--- src/rtl/mmio_tx_port.sv ---
// mmio_tx_port: memory-mapped transmit FIFO with DATA/STATUS/CTRL/COUNT registers and a ready/valid output stream.
module mmio_tx_port #(
  parameter logic [7:0] BASE = 8'hF0,
  parameter int DEPTH = 4
) (
  input  logic       clk,
  input  logic       reset,
  input  logic [7:0] Mem_OUT,
  input  logic [7:0] Mem_ADDR,
  input  logic       write,
  output logic [7:0] Mem_IN,
  output logic       sel,
  output logic [7:0] out_data,
  output logic       out_valid,
  input  logic       out_ready,
  output logic       irq
);
  localparam int AW = $clog2(DEPTH);
  localparam int CW = $clog2(DEPTH + 1);
  logic [7:0] mem [DEPTH];
  logic [AW-1:0] rd_ptr, wr_ptr;
  logic [CW-1:0] count;
  logic ovf, enable, irq_en;
  logic empty, full, pop, push, drop, wr_data, wr_stat, wr_ctrl;
  logic [1:0] off;
  logic [7:0] head, rdata;
  always_comb begin
    off = Mem_ADDR[1:0];
    sel = Mem_ADDR[7:2] == BASE[7:2];
    empty = count == '0;
    full = count == CW'(DEPTH);
    head = empty ? 8'h00 : mem[rd_ptr];
    out_valid = enable & ~empty;
    out_data = head;
    pop = out_valid & out_ready;
    wr_data = sel & write & (off == 2'd0);
    wr_stat = sel & write & (off == 2'd1);
    wr_ctrl = sel & write & (off == 2'd2);
    // a full FIFO still takes a push when the head leaves on the same edge
    push = wr_data & (~full | pop);
    drop = wr_data & full & ~pop;
    rdata = off == 2'd0 ? head :
            off == 2'd1 ? {4'b0, enable, ovf, full, empty} :
            off == 2'd2 ? {6'b0, irq_en, enable} : 8'(count);
    Mem_IN = sel ? rdata : 8'h00;
    irq = irq_en & (empty | ovf);
  end
  always_ff @(posedge clk or posedge reset)
    if (reset) begin
      rd_ptr <= '0;
      wr_ptr <= '0;
      count <= '0;
      ovf <= 1'b0;
      enable <= 1'b0;
      irq_en <= 1'b0;
    end else begin
      rd_ptr <= pop ? rd_ptr + 1'b1 : rd_ptr;
      wr_ptr <= push ? wr_ptr + 1'b1 : wr_ptr;
      count <= count + CW'(push) - CW'(pop);
      ovf <= drop ? 1'b1 : (wr_stat & Mem_OUT[2]) ? 1'b0 : ovf;
      enable <= wr_ctrl ? Mem_OUT[0] : enable;
      irq_en <= wr_ctrl ? Mem_OUT[1] : irq_en;
    end
  always_ff @(posedge clk)
    if (push && !reset) mem[wr_ptr] <= Mem_OUT;
endmodule

--- config.mk ---
export PLATFORM = sky130hd
export DESIGN_NAME = mmio_tx_port
export DESIGN_NICKNAME = d
export VERILOG_FILES = /design/src/rtl/mmio_tx_port.sv
export SDC_FILE = /design/constraint.sdc
export NUM_CORES = 1
export LEC_CHECK = 0
export CORE_AREA = 2 2 67 69
export DETAILED_ROUTE_END_ITERATION = 7
export DIE_AREA = 0 0 69 71
export PLACE_DENSITY = 0.78
export SLEW_MARGIN = 25
export SYNTH_ARGS = -nofsm -noshare
export SYNTH_HDL_FRONTEND = slang
export SYNTH_SLANG_ARGS = --single-unit
--- constraint.sdc ---
create_clock -name clk -period 3.5 [get_ports clk]
set_input_delay 0.35 -clock clk [delete_from_list [all_inputs] [get_ports clk]]
set_output_delay 0.35 -clock clk [all_outputs]
set_load 0.05 [all_outputs]
==> metrics list <==
- Clk Tree Root Cell: sky130_fd_sc_hd__clkbuf_8
- Using the TritonRoute via totals, the vias-per-cell ratio works out to 5.52.
- Post-Syn Instances: about 140
- The setup check on the worst reg-to-reg path leaves a slack of 840 ps.
- The count of nets left with antenna violations once routing finished came out at 0.
* Clock transition at path regs: about 80 ps
- Maximum clock insertion buffer count: 2
- Combined area of all synthesized cells: between 2000 and 2500 µm²
* Fraction of the mapped netlist area in simple logic gates: between 10% and 20%
- Count of distinct cell types in the synthesized netlist: 40
* Final weighted congestion in routability-driven placement: 0.826
- Least setup slack across all paths after layout: 540 ps
- Crit Path Max Fanout: 10
- Headroom to the max-slew limit came out at ~61%.
- Critical path start-end classification: reg2out
- Count of final max-slew check failures: 0
* Count of input and output buffers: 38
* FF-to-FF path depth: 8
- Cells along the critical path: mux4_2, nand3b_1, a211oi_1, clkdlybuf4s50_1
- The average instance in the mapped netlist occupies 14.8 µm².
- DR WL/cell: 17.3 µm
- Power density over cell area: between 600 and 700 nW/µm²
* Overall fraction of global-route tracks in use: 18.0%
* DP Worst Slack: 420 ps
* Largest family of logic cells by synthesized area: simple AND/OR/NAND/NOR gates
- Horiz. Die Dim: between 60 and 70 µm
* Arrival time worst endpoint: 2610 ps
- Leakage power figure: 0.922 nW
- In this run the post-CTS setup repair buffer count came out at 0.
- CTS Hold Buffers Added: 0
- Total power: 1.59 mW
- 39 I/O pins were placed.
* Mux contribution to synthesized area: between 10% and 20%
- Fraction of the mapped netlist area in compound gates: under 10%
- CTS buffer count: 5
* Synth warn: 0
- The number of hold violations in the final report was 0.
- For this design, the slowest cell found on the critical path is sky130_fd_sc_hd__clkdlybuf4s50_1.
- The worst register-to-register path begins at count[0].
* Path type of the worst min-delay path: in2async
- Initial standard-cell utilization of the core: 48.1%
- Maximum clock frequency: 0.338 GHz
- Count of vias placed by the detailed router: 1292
* Unrepaired setup endpoints after global routing: no
- The most critical setup path has its startpoint at rd_ptr[0].
- Die H: 71 µm
- Total number of clock tree sinks: 42
* Post-Synthesis Net Count: 164
- Maximum number of pins on one net before global-route repair: 16
- Status: finished, final reports clean
- Total of max-cap violations: 0
- The first global-routing pass estimated about 6700 µm of wire.
- For this run, the detailed router's first-pass iteration total came to 4.
* CP Capture Type: primary output
- Insertion delay of the later-clocked pin in the worst-skew pair: 290 ps
- Post-route clock skew: ~4 ps
- IR analysis of the VDD net gives a maximum drop of between 200 and 300 µV.
- The synthesized netlist devotes 4.70% of its cell area to adder and majority cells.
* Die area: 4900 µm²
- Clock tree from TritonCTS: built
* Antenna diode instance count: 0
* Register bit total from synthesis: 42
- The area growth from synthesis to layout is 27.6%.
- Via count of the first global-routing pass: 1372
- Fraction of final layout cells sized beyond drive strength 1: between 15 and 20%
- Gates resized during post-CTS repair numbered 0.
* Xor and xnor fraction of the mapped netlist area: 2.16%
- Setup violations remaining at the end of the flow were counted as 0.
- STA classifies the critical path startpoint as a flip-flop.
- Number of rows created at floorplan: 24
- After routing, the total negative slack on setup checks comes to 0 ps.
* Final worst-path cycle share: roughly 85%
- Critical path's largest stage delay: 860 ps
- The initial antenna violation count is 0.
* Total gr overflow: 0
* Number of H-tree levels: 2
* Proportion of synthesized chip area in sequential cells: 59.9%
* Min Tclk post-route: a little under 3000 ps
- Total routed wirelength: about 4100 µm
* Count of unresolved DRC violations after routing: 0
* Net count reported at finish: 208
- Summed over all nets, the half-perimeter wirelength after detailed placement is approximately 3000 µm.
- Core area: 4200 µm²
- Required @ worst endpoint: ~3200 ps
- In this run the critical register-to-register path is captured at count[2].
* Slew at the pin closest to its max-slew limit: a little under 600 ps
- The first routing iteration left 83 violations.
==> synth_stat cells, drive strengths merged <==
master,count,area share (%)
inv,9,1.7
clkbuf,4,0.74
nor2,4,0.74
edfxtp,32,47
xor2,1,0.43
o211ai,1,0.37
nand4bb,1,0.56
a2111o,1,0.56
ha,6,3.7
a32oi,1,0.43
nor4bb,1,0.49
buf,3,1.4
fa,1,0.99
or3,1,0.31
a211oi,3,1.1
nor2b,3,0.93
nor4b,1,0.43
nand3b,3,1.1
o21a,1,0.37
mux4,8,8.9
nand4,2,0.62
nor3b,4,1.5
nand3,1,0.25
o21ai,1,0.25
a22oi,1,0.37
xnor2,4,1.7
and3,1,0.31
or4b,1,0.49
mux2,5,3.0
or3b,1,0.43
nand2,5,0.93
dfrtp,10,12
nor3,2,0.49
nand4b,1,0.43
mux2i,1,0.49
and2,10,3.2
a21oi,2,0.49
==> how the worst max path moves through the flow <==
| stage | end |
|---|---|
| floorplan | count[2] |
| global placement | count[2] |
| detailed placement | count[2] |
| CTS | Mem_IN[0] |
| global route | Mem_IN[0] |
| finish | Mem_IN[0] |
==> flip-flops by register name (all words and copies together) (netlist names) <==
| register | cells |
|---|---|
| wr_ptr | 2 |
| ovf | 1 |
| irq_en | 1 |
| enable | 1 |
| mem | 32 |
| rd_ptr | 2 |
| count | 3 |
==> routing by layer <==
| metal | track usage, % | share of wire (%) | vias up |
|---|---|---|---|
| met5 | 0 | 0 | - |
| met4 | 8.50 | 2.1 | 0 |
| met3 | 4.13 | 3.4 | 7 |
| met2 | 31.4 | 53 | 34 |
| met1 | 21.3 | 42 | 653 |
| li1 | - | - | 598 |
==> per-stage QoR <==
step	std cells	cell area (µm²)	hold WS [ps]	utilization, %
2_1_floorplan	137	2020	190	-
3_3_place_gp	226	2470	515	58.8
3_5_place_dp	226	2470	526	58.8
4_1_cts	234	2580	480	61.4
5_1_grt	234	2580	526	61.4
6_report	234	2580	482	61.4
==> final cells by class <==
type	instances	area (µm²)
Clock buffer	6	72.6
Clock inverter	2	37.5
Fill cell	323	1620
Inverter	9	33.8
Multi-Input combinational cell	79	736
Sequential cell	42	1210
Tap cell	52	65.1
Timing Repair Buffer	44	425
==> placed cells by master, fill, tap and decap left out, types with 3 or more instances in the layout <==
cell type                         instances
sky130_fd_sc_hd__dfrtp_1                 10
sky130_fd_sc_hd__xnor2_1                  4
sky130_fd_sc_hd__clkdlybuf4s50_1         38
sky130_fd_sc_hd__a211oi_1                 3
sky130_fd_sc_hd__nor2b_1                  3
sky130_fd_sc_hd__nor2_1                   4
sky130_fd_sc_hd__clkbuf_8                 5
sky130_fd_sc_hd__edfxtp_1                32
sky130_fd_sc_hd__nand2_1                  5
sky130_fd_sc_hd__ha_1                     6
sky130_fd_sc_hd__buf_4                    6
sky130_fd_sc_hd__mux2_2                   4
sky130_fd_sc_hd__nand3b_1                 3
sky130_fd_sc_hd__inv_1                    9
sky130_fd_sc_hd__mux4_2                   8
sky130_fd_sc_hd__and2_1                   9
sky130_fd_sc_hd__nor3b_1                  4
==> power by group <==
group          leakage, nW  internal (mW)  switching, mW
Clock               0.0514          0.213          0.160
Sequential           0.412          0.565         0.0794
Combinational        0.458          0.253          0.315
Total                0.922           1.03          0.555
==> logic make-up (layout without fill, tap and decap cells) <==
kind of cell | Yosys count | in the layout
flops | 42 | 42
simple gates | 42 | 42
buf+inv | 16 | 61
mux | 14 | 14
compound gates | 11 | 11
fa+ha+maj | 7 | 7
xor+xnor | 5 | 5
==> worst max-delay path: cells and delay by family (launching register included) <==
family,cells,cell delay (ps)
buffers and inverters,1,860
flip-flops,1,720
multiplexers,1,360
AO/OA/AOI/OAI,1,290
AND/OR/NAND/NOR,1,80
(Power assumes the default switching activity.)
